**config.mk**
```make
export PLATFORM = sky130hd
export DESIGN_NAME = sample_iterator_flat
export DESIGN_NICKNAME = d
export VERILOG_FILES = /design/src/rtl/sample_iterator_pkg.sv /design/src/rtl/sample_iterator_if.sv /design/src/rtl/sample_iterator.sv /design/src/flat_wrapper.sv
export SDC_FILE = /design/constraint.sdc
export NUM_CORES = 1
export LEC_CHECK = 0
export ABC_AREA = 0
export CAP_MARGIN = 20
export CELL_PAD_IN_SITES_DETAIL_PLACEMENT = 0
export CELL_PAD_IN_SITES_GLOBAL_PLACEMENT = 1
export CORE_AREA = 2 2 285 287
export DETAILED_ROUTE_END_ITERATION = 6
export DIE_AREA = 0 0 287 289
export PLACE_DENSITY_LB_ADDON = 0.1
export REMOVE_ABC_BUFFERS = 1
export SLEW_MARGIN = 5
export SYNTH_ARGS = -nofsm -noshare
export SYNTH_HDL_FRONTEND = slang
export SYNTH_SLANG_ARGS = --single-unit
```
**constraint.sdc**
```tcl
create_clock -name clk -period 4.55 [get_ports clk]
set_clock_uncertainty 0.2 [all_clocks]
set_input_delay 0.91 -clock clk [delete_from_list [all_inputs] [get_ports clk]]
set_output_delay 0.91 -clock clk [all_outputs]
set_load 0.02 [all_outputs]
```
**src/rtl/sample_iterator_pkg.sv**
```systemverilog
// sample_iterator_pkg
//   Shared types and helpers for the rasterizer sample iterator and the
//   downstream raster blocks.
//   - state_t          : iterator FSM state (WAIT = idle/ready, TEST = iterating)
//   - step_shift()     : decodes the one-hot subSample code into the right-shift
//                        applied to 1<<RADIX (1px=0, 1/2=1, 1/4=2, 1/8=3)
package sample_iterator_pkg;

  typedef enum logic {
    WAIT = 1'b0,
    TEST = 1'b1
  } state_t;

  // Non-one-hot codes fall back to a full-pixel step.
  function automatic int step_shift(input logic [3:0] sub);
    case (sub)
      4'b1000: step_shift = 0;
      4'b0100: step_shift = 1;
      4'b0010: step_shift = 2;
      4'b0001: step_shift = 3;
      default: step_shift = 0;
    endcase
  endfunction

endpackage

```
**src/rtl/sample_iterator_if.sv**
```systemverilog
// sample_iterator_if
//   Bundles the triangle input bus, the stall handshake and the sample output
//   bus of the sample iterator.
//   slave  : iterator side (consumes triangle/box, produces samples)
//   master : upstream/downstream environment side
//   Signals:
//     tri_R13S[VERTS][AXIS], color_R13U[COLORS], box_R13S[2][2] (LL, UR; x, y)
//     validTri_R13H, subSample_RnnnnU (one-hot step), halt_RnnnnH (downstream stall)
//     halt_R13H (upstream stall), tri_R14S, color_R14U, sample_R14S[2], validSamp_R14H
interface sample_iterator_if #(
  parameter int SIGFIG = 24,
  parameter int VERTS  = 3,
  parameter int AXIS   = 3,
  parameter int COLORS = 3
);

  logic signed [SIGFIG-1:0] tri_R13S   [VERTS][AXIS];
  logic        [SIGFIG-1:0] color_R13U [COLORS];
  logic signed [SIGFIG-1:0] box_R13S   [2][2];
  logic                     validTri_R13H;
  logic        [3:0]        subSample_RnnnnU;
  logic                     halt_RnnnnH;

  logic                     halt_R13H;
  logic signed [SIGFIG-1:0] tri_R14S    [VERTS][AXIS];
  logic        [SIGFIG-1:0] color_R14U  [COLORS];
  logic signed [SIGFIG-1:0] sample_R14S [2];
  logic                     validSamp_R14H;

  modport slave (
    input  tri_R13S, color_R13U, box_R13S, validTri_R13H, subSample_RnnnnU, halt_RnnnnH,
    output halt_R13H, tri_R14S, color_R14U, sample_R14S, validSamp_R14H
  );

  modport master (
    output tri_R13S, color_R13U, box_R13S, validTri_R13H, subSample_RnnnnU, halt_RnnnnH,
    input  halt_R13H, tri_R14S, color_R14U, sample_R14S, validSamp_R14H
  );

endinterface

```
**src/rtl/sample_iterator.sv**
```systemverilog
// sample_iterator
//   Walks every step-aligned sample point inside a triangle's bounding box in
//   raster order (x fastest, then y), one sample per unstalled cycle.
//   Ports:
//     clk  : clock
//     rst  : synchronous active-high reset
//     bus  : sample_iterator_if.slave (triangle/box in, samples out, stalls)
//   A triangle is accepted in WAIT when validTri_R13H=1 and halt_RnnnnH=0;
//   halt_R13H is high for the whole TEST phase. halt_RnnnnH freezes all state.
module sample_iterator
  import sample_iterator_pkg::*;
#(
  parameter int SIGFIG = 24,
  parameter int RADIX  = 10,
  parameter int VERTS  = 3,
  parameter int AXIS   = 3,
  parameter int COLORS = 3
) (
  input  logic              clk,
  input  logic              rst,
  sample_iterator_if.slave  bus
);

  localparam logic signed [SIGFIG-1:0] ONE = SIGFIG'(1);

  state_t                   r_state;
  logic signed [SIGFIG-1:0] r_tri    [VERTS][AXIS];
  logic        [SIGFIG-1:0] r_color  [COLORS];
  logic signed [SIGFIG-1:0] r_ll     [2];
  logic signed [SIGFIG-1:0] r_ur     [2];
  logic signed [SIGFIG-1:0] r_step;
  logic signed [SIGFIG-1:0] r_sample [2];
  logic                     r_valid;

  state_t                   w_state;
  logic signed [SIGFIG-1:0] w_tri    [VERTS][AXIS];
  logic        [SIGFIG-1:0] w_color  [COLORS];
  logic signed [SIGFIG-1:0] w_ll     [2];
  logic signed [SIGFIG-1:0] w_ur     [2];
  logic signed [SIGFIG-1:0] w_step;
  logic signed [SIGFIG-1:0] w_sample [2];
  logic                     w_valid;
  logic signed [SIGFIG-1:0] w_x_inc;
  logic signed [SIGFIG-1:0] w_y_inc;
  logic                     w_last;

  assign w_x_inc = r_sample[0] + r_step;
  assign w_y_inc = r_sample[1] + r_step;
  assign w_last  = (r_sample[0] == r_ur[0]) && (r_sample[1] == r_ur[1]);

  always_comb begin
    w_state  = r_state;
    w_tri    = r_tri;
    w_color  = r_color;
    w_ll     = r_ll;
    w_ur     = r_ur;
    w_step   = r_step;
    w_sample = r_sample;
    w_valid  = r_valid;

    if (!bus.halt_RnnnnH) begin
      case (r_state)
        WAIT: begin
          if (bus.validTri_R13H) begin
            w_state     = TEST;
            w_tri       = bus.tri_R13S;
            w_color     = bus.color_R13U;
            w_ll        = bus.box_R13S[0];
            w_ur        = bus.box_R13S[1];
            w_step      = ONE <<< (RADIX - step_shift(bus.subSample_RnnnnU));
            // First sample is the LL corner, visible the cycle after acceptance.
            w_sample[0] = bus.box_R13S[0][0];
            w_sample[1] = bus.box_R13S[0][1];
            w_valid     = 1'b1;
          end
        end
        TEST: begin
          if (w_last) begin
            w_state = WAIT;
            w_valid = 1'b0;
          end else if (w_x_inc <= r_ur[0]) begin
            w_sample[0] = w_x_inc;
          end else begin
            w_sample[0] = r_ll[0];
            w_sample[1] = w_y_inc;
          end
        end
        default: begin
          w_state = WAIT;
          w_valid = 1'b0;
        end
      endcase
    end
  end

  always_ff @(posedge clk) begin
    if (rst) begin
      r_state <= WAIT;
      r_valid <= 1'b0;
      r_step  <= '0;
      for (int unsigned v = 0; v < VERTS; v++)
        for (int unsigned a = 0; a < AXIS; a++)
          r_tri[v][a] <= '0;
      for (int unsigned c = 0; c < COLORS; c++)
        r_color[c] <= '0;
      for (int unsigned i = 0; i < 2; i++) begin
        r_ll[i]     <= '0;
        r_ur[i]     <= '0;
        r_sample[i] <= '0;
      end
    end else begin
      r_state  <= w_state;
      r_valid  <= w_valid;
      r_step   <= w_step;
      r_tri    <= w_tri;
      r_color  <= w_color;
      r_ll     <= w_ll;
      r_ur     <= w_ur;
      r_sample <= w_sample;
    end
  end

  assign bus.halt_R13H      = (r_state == TEST);
  assign bus.tri_R14S       = r_tri;
  assign bus.color_R14U     = r_color;
  assign bus.sample_R14S    = r_sample;
  assign bus.validSamp_R14H = r_valid;

endmodule
```
**src/flat_wrapper.sv**
```systemverilog
// flat-port wrapper written by rule: the top's interface ports become plain ports
module sample_iterator_flat import sample_iterator_pkg::*;
#(
  parameter int SIGFIG = 24,
  parameter int RADIX  = 10,
  parameter int VERTS  = 3,
  parameter int AXIS   = 3,
  parameter int COLORS = 3
)
  (clk, rst, bus_tri_R13S, bus_color_R13U, bus_box_R13S, bus_validTri_R13H, bus_subSample_RnnnnU, bus_halt_RnnnnH, bus_halt_R13H, bus_tri_R14S, bus_color_R14U, bus_sample_R14S, bus_validSamp_R14H);
  sample_iterator_if #(.SIGFIG(SIGFIG), .VERTS(VERTS), .AXIS(AXIS), .COLORS(COLORS)) bus_i ();
  input  logic clk;
  input  logic rst;
  input wire logic [$bits(bus_i.tri_R13S)-1:0] bus_tri_R13S;
  input wire logic [$bits(bus_i.color_R13U)-1:0] bus_color_R13U;
  input wire logic [$bits(bus_i.box_R13S)-1:0] bus_box_R13S;
  input wire logic [$bits(bus_i.validTri_R13H)-1:0] bus_validTri_R13H;
  input wire logic [$bits(bus_i.subSample_RnnnnU)-1:0] bus_subSample_RnnnnU;
  input wire logic [$bits(bus_i.halt_RnnnnH)-1:0] bus_halt_RnnnnH;
  output wire logic [$bits(bus_i.halt_R13H)-1:0] bus_halt_R13H;
  output wire logic [$bits(bus_i.tri_R14S)-1:0] bus_tri_R14S;
  output wire logic [$bits(bus_i.color_R14U)-1:0] bus_color_R14U;
  output wire logic [$bits(bus_i.sample_R14S)-1:0] bus_sample_R14S;
  output wire logic [$bits(bus_i.validSamp_R14H)-1:0] bus_validSamp_R14H;
  assign bus_i.tri_R13S = {>>{bus_tri_R13S}};
  assign bus_i.color_R13U = {>>{bus_color_R13U}};
  assign bus_i.box_R13S = {>>{bus_box_R13S}};
  assign bus_i.validTri_R13H = bus_validTri_R13H;
  assign bus_i.subSample_RnnnnU = bus_subSample_RnnnnU;
  assign bus_i.halt_RnnnnH = bus_halt_RnnnnH;
  assign bus_halt_R13H = bus_i.halt_R13H;
  assign bus_tri_R14S = {>>{bus_i.tri_R14S}};
  assign bus_color_R14U = {>>{bus_i.color_R14U}};
  assign bus_sample_R14S = {>>{bus_i.sample_R14S}};
  assign bus_validSamp_R14H = bus_i.validSamp_R14H;
  sample_iterator #(.SIGFIG(SIGFIG), .RADIX(RADIX), .VERTS(VERTS), .AXIS(AXIS), .COLORS(COLORS)) u_core (.clk(clk), .rst(rst), .bus(bus_i));
endmodule
```
# Word-level counts from Yosys, hierarchy flattened
# Cells that the tools add are included.
dict set report totals {
  output_inout_bits 338
  wordCells 56
  input_bits 392
  regBits 434
}
dict set report classes {
  mux 15
  order_cmp 1
  reduce_logical 5
  shift 1
  add_sub_neg 3
  bitwise 2
  n_eq_ne 9
}
# op n
set ops {}
lappend ops {{$mux 32} 3}
lappend ops {{$mux 48} 2}
lappend ops {{$pmux 48 s2} 1}
lappend ops {{$add 24x24->24} 2}
lappend ops {{$eq 24x24->1} 2}
lappend ops {{$mux 24} 2}
lappend ops {{$sshl 2x32->24 const A} 1}
lappend ops {{$sub 5x32->32 const A} 1}
lappend ops {{$le 24x24->1} 1}
lappend ops {{$reduce_and 3->1} 3}
lappend ops {{$ne 2x2->1 const B} 4}
lappend ops {{$pmux 2 s3} 1}
lappend ops {{$eq 4x1->1 const B} 1}
lappend ops {{$eq 4x2->1 const B} 1}
lappend ops {{$eq 4x3->1 const B} 1}
lappend ops {{$mux 1} 4}
lappend ops {{$pmux 1 s2} 2}
lappend ops {{$reduce_and 4->1} 1}
lappend ops {{$not 1->1} 2}
lappend ops {{$logic_and 1x1->1} 1}

# Longest topological paths before layout
# Gate-level depths: netlist of the first run.
dict set report logic_depth {
  ltp_word 7
  depth_mapped 22
  ltp_nobuf 21
}

# Least setup slack after synthesis of the first run
# No wires, ideal clock.
dict set report synth_path {
  path_type {register -> register}
  from {reg u_core.r_sample (netlist bit u_core.bus.sample_R14S[26])}
  to {reg u_core.r_sample (netlist bit u_core.bus.sample_R14S[8])}
  t_required_ns 4.222
  arrival_time_ns 4.204
  setup_ns 0.128
  stages_incl_launch_ff 19
  path_buffers 1
  setup_slack_ns 0.019
  synth_period_minus_slack_ns 4.531
  path_cell_list {dfxtp_1 > ha_1 > and3_1 > a2111o_1 > o211ai_2 > o211ai_2 > o41ai_4 > o21bai_2 > a21oi_2 > xnor2_1 > ha_1 > a21oi_1 > nor3_1 > nor3b_1 > mux2_2 > a21oi_1 > buf_2 > mux2i_1 > nor2_1}
}
dict set report synth_via {
  elab_chain_len 4
  word_cells_on_any_way 7
  classes_between {add/sub (1); order compare (1); eq/ne (3); reduce/logical (2)}
}
# element line_no
set synth_rtl {}
lappend synth_rtl {{from (decl)} sample_iterator.sv:32} ;# logic signed [SIGFIG-1:0] r_sample [2];
lappend synth_rtl {{from (signal assigned)} sample_iterator.sv:119} ;# r_sample <= w_sample;
lappend synth_rtl {{$add 24x24->24 or $eq 24x24->1 (tied branches)} {sample_iterator.sv:47, sample_iterator.sv:49}}
lappend synth_rtl {{$le 24x24->1 or $logic_and 1x1->1 (tied branches)} {sample_iterator.sv:81, sample_iterator.sv:49}}
lappend synth_rtl {{$ne 2x2->1 (no line)} -}
lappend synth_rtl {{$reduce_and 4->1 (no line) (*)} -}
# Mark *: on every way between the ends. The rest lies on a longest branch, timed or not.
# A chain may end at the register's enable or synchronous reset.

# Worst setup path in the final report of the first run
dict set report layout_path {
  from {reg u_core.r_step[4]}
  to {reg u_core.r_sample (netlist bit u_core.bus.sample_R14S[7])}
}
dict set report layout_via {
  elab_chain_len 4
  word_cells_on_any_way 8
  classes_between {add/sub (2); order compare (1); eq/ne (1); mux (3); reduce/logical (1)}
}
# element line_no
set layout_rtl {}
lappend layout_rtl {{from (decl)} sample_iterator.sv:31} ;# logic signed [SIGFIG-1:0] r_step;
lappend layout_rtl {{from (signal assigned)} sample_iterator.sv:114} ;# r_step <= w_step;
lappend layout_rtl {{$add 24x24->24, on equally long branches} {sample_iterator.sv:47, sample_iterator.sv:48}}
lappend layout_rtl {{$le 24x24->1 or $mux 24 (tied branches)} sample_iterator.sv:81} ;# end else if (w_x_inc <= r_ur[0]) begin
lappend layout_rtl {{$ne 2x2->1 (no line) or $mux 48 (tied branches)} -}
lappend layout_rtl {{$reduce_and 4->1 (no line) or $pmux 48 s2 (tied branches)} -}
# Parallel ways exist; a longest one is shown, timed or not. The select of a mux whose other input is x is not followed.

==> flow_metrics.tcl, run 1 <==
set metrics [dict create \
    outcome "finished, final reports clean" \
    final-max-slew-violation-count 0 \
    cp_data_arrival_time_ns 4.82 \
    p_sw_mw 2.99 \
    grt_max_degree 150 \
    die_h_um 289 \
    timing.fmax_mhz 222 \
    dieArea_sq_um 82900 \
    initial_core_util_pct 22.4 \
    ys_seq_area_share_pct 47.3 \
    wl_per_cell_um 21.0 \
    cts_tree "built" \
    cpPeakStageDelay_ns 0.40 \
    dr.pass1.iters 5 \
    cts_sinks 423 \
    cts_root_buf "clkbuf_16" \
    required_ns 4.86 \
    grt_pass1_vias 18612 \
    finalPower_mw 10.6 \
    placed_area_sq_um 26800 \
    max_slew_margin_pct 40.7 \
    gr-total-overflow 0 \
    p_leak_nw 11.0 \
    drt-initial-drc-count 1077 \
    startpoint_type "flop" \
    cts_buffer_depth 3 \
    io_buffers 729 \
    grt_pass1_wl_mm 125 \
    ys.flop_type "dfxtp_1" \
    synth_top_area_share_pct 47.3 \
    synth-edff-count 0 \
    endpoint_kind "flop" \
    hp-class "flop to flop" \
    vias 18633 \
    combPwrFrac_pct 19.9 \
    layout-drive-gt1-share_pct 8.87 \
    rsz0062_at_grt "true" \
    hold_ws_ns 0.252 \
    cts_hold_buf 0 \
    ant_nets 0 \
    nets 3511 \
    gp_congestion 0.847 \
    yosysWarnings 0 \
    cpMaxStageDelayCell "a2111o_1" \
    power_frac_seq_pct 38.0 \
    antenna_found_initial 19 \
    routed_wl_mm 87.7 \
    coreArea_sq_um 79900 \
    layout_min_cycle_time_ns 4.51 \
    drv_cap 0 \
    power_density_nw_per_um2 362 \
    synthArstFlopShare_pct 0 \
    ys_types 71 \
    dp_slack_ns -0.390 \
    drc_errors 0 \
    stdcell_area_sq_um 29300 \
    htreeDepth 2 \
    rows 104 \
    hold_violations 0 \
    avgSynthCellArea_sq_um 7.79 \
    internal_power_mw 7.62 \
    clkPwrFrac_pct 42.1 \
    fin_crit_sh_pct 99.1 \
    clkLatencyLatePin_ns 0.61 \
    grt_util_all_layers_pct 20.0 \
    crit_chain "ha_4 > buf_6 > a21o_1 > a2111o_1 > o211ai_2 > o211ai_2 > o41ai_4 > o21bai_2 > a21oi_2 > xnor2_2 > ha_1 > a21oi_2 > nor3_2 > nor3b_2 > buf_4 > mux2_4 > a21oi_4 > buf_12 > clkbuf_16 > nor2_1 > a211oi_1" \
    netlist_instances 2299 \
    io_pins 730 \
    yosys_register_bits 423 \
    cts_buffers 56 \
    ir_drop_uv 280 \
    cp_max_fo 8 \
    worstMarginPinSlew_ns 0.889 \
    die_x_um 287 \
    hpwl_mm 65.6 \
    crit_type "flop to flop" \
    viasPerCell 4.47 \
    synth_top_cell_by_area "dfxtp_1" \
    fillers 8330 \
    path_clk_slew_ns 0.05 \
    netlist_area_sq_um 17900 \
    setup_ws_ns 0.0427 \
    synth_area_leaders "dfxtp_1, nand2_1, a21oi_1" \
    area_growth_pct 63.6 \
    netSwitchingFraction_pct 28.2 \
    fin_util_pct 36.7 \
    finalSetupViolCount 0 \
]
==> synth_stat cells (all sizes together), types with 4 or more instances <==
cell type and number:
nand2 802, a22o 11, nand4b 4, nand3 15, o211ai 6, and2 15
o21a 10, a22oi 4, nor2 61, xnor2 19, o21bai 4, dfxtp 423
and3 6, nor2b 7, o21ai 30, xor2 60, nand4 12, nand2b 10
a21o 12, a31oi 22, clkbuf 129, a211oi 20, nor3 21, inv 37
a21oi 414, mux2i 13, ha 56, buf 16, nor4 17
==> sequential cells by signal, summed over array words and instances, names as in the netlist <==
signal and count:
u_core.r_ll 24, u_core.r_ur 48, u_core.bus.halt_R13H 1, u_core.bus.sample_R14S 48, u_core.bus.validSamp_R14H 1, u_core.r_step 13
u_core.bus.color_R14U 72, u_core.bus.tri_R14S 216
==> cells in the final DEF (no fill, tap or decap), types with 14 or more instances in the layout <==
cell type,Yosys,final
clkbuf_1,129,17
o21ai_0,21,20
a211oi_1,20,15
nor3_1,21,16
nand2_1,801,797
dfxtp_1,423,417
inv_1,37,36
xnor2_1,19,17
clkdlybuf4s50_1,0,728
nand3_1,15,14
ha_1,56,51
clkbuf_16,0,59
and2_1,15,15
clkbuf_8,0,15
a31oi_1,22,20
buf_4,1,96
a21oi_1,412,406
nor2_1,60,57
xor2_1,60,58
==> layout make-up <==
cell class                      instances  area [sq um]  area share, %
Antenna cell                            8          20.0         0.0683
Inverter                               38           143          0.487
Timing Repair Buffer                  850          8420           28.7
Sequential cell                       423          8480           28.9
Tap cell                             1060          1330           4.53
Clock inverter                         10           134          0.457
Clock buffer                           89          1700           5.79
Multi-Input combinational cell       1692          9070           31.0
==> power by group through the flow <==
stage / Clock (mW) / Sequential [mW] / Combinational [mW]
finish: 4.46 / 4.03 / 2.12
CTS: 4.61 / 4.03 / 2.00
detailed placement: 0 / 4.11 / 1.94
global placement: 0 / 4.10 / 1.94
global route: 4.74 / 4.06 / 2.28
floorplan: 0 / 4.27 / 0.643
==> worst max-delay path: cells and delay by family (launching register included) <==
family          cells  cell delay [ns]
mux                 1             0.32
flops               1             0.36
buf+inv             4             0.54
fa+ha+maj           2             0.45
xor+xnor            1             0.14
simple gates        3             0.30
compound gates     10             2.08
==> logic make-up (layout without fill, tap and decap cells) <==
| logic type | after synthesis | count (layout) | synth area share (%) |
|---|---|---|---|
| xor+xnor | 79 | 79 | 3.86 |
| simple gates | 979 | 979 | 22.1 |
| compound gates | 561 | 561 | 17.7 |
| buf+inv | 184 | 987 | 4.00 |
| other cells | 0 | 8 | 0 |
| mux | 15 | 15 | 0.853 |
| fa+ha+maj | 58 | 58 | 4.14 |
| flops | 423 | 423 | 47.3 |
==> through the flow <==
stage / instances / setup TNS (ns)
2_1_floorplan: 2153 / -1704.79
5_1_grt: 4166 / -3.19
3_3_place_gp: 4040 / -5.37
4_1_cts: 4146 / -0.00251
3_5_place_dp: 4040 / -12.16
6_report: 4170 / 0
==> final timing paths <==
kind	startpoint	endpoint	cells after the start	slack (ns)
worst max-delay path	u_core.r_step[4]	u_core.bus.sample_R14S[7]	21	0.04
worst min-delay path	u_core.r_ll[37]	u_core.r_ll[37]	2	0.25
worst max register to register	u_core.r_step[4]	u_core.bus.sample_R14S[7]	21	0.04
worst min register to register	u_core.r_ll[37]	u_core.r_ll[37]	2	0.25
==> routing by layer <==
| layer | wire (um) | share of wire [%] | track usage (%) | vias up |
|---|---|---|---|---|
| li1 | - | - | - | 9215 |
| met1 | 34300 | 39 | 23.2 | 8763 |
| met2 | 44500 | 51 | 35.5 | 515 |
| met3 | 6870 | 7.8 | 6.50 | 120 |
| met4 | 1900 | 2.2 | 5.04 | 20 |
| met5 | 132 | 0.15 | 0 | - |
==> repair_timing <==
| item | CTS | global route |
|---|---|---|
| pin swaps | 13 | 21 |
| gates resized for setup | 23 | 59 |
| setup endpoints to repair | 48 | 48 |
| cloned | 1 | 3 |
| setup buffers | 6 | 14 |
(Power assumes the default switching activity.)
==> inputs of run 2 (changes only) <==
--- a/config.mk
+++ b/config.mk
@@ -10,11 +10,12 @@
 export CELL_PAD_IN_SITES_DETAIL_PLACEMENT = 0
 export CELL_PAD_IN_SITES_GLOBAL_PLACEMENT = 1
 export CORE_AREA = 2 2 285 287
+export CTS_CLUSTER_DIAMETER = 150
 export DETAILED_ROUTE_END_ITERATION = 6
 export DIE_AREA = 0 0 287 289
 export PLACE_DENSITY_LB_ADDON = 0.1
 export REMOVE_ABC_BUFFERS = 1
-export SLEW_MARGIN = 5
+export SLEW_MARGIN = 15
 export SYNTH_ARGS = -nofsm -noshare
 export SYNTH_HDL_FRONTEND = slang
 export SYNTH_SLANG_ARGS = --single-unit
==> results of run 2 <==
No change in the layout: final DEF, timing and power equal those of run 1.
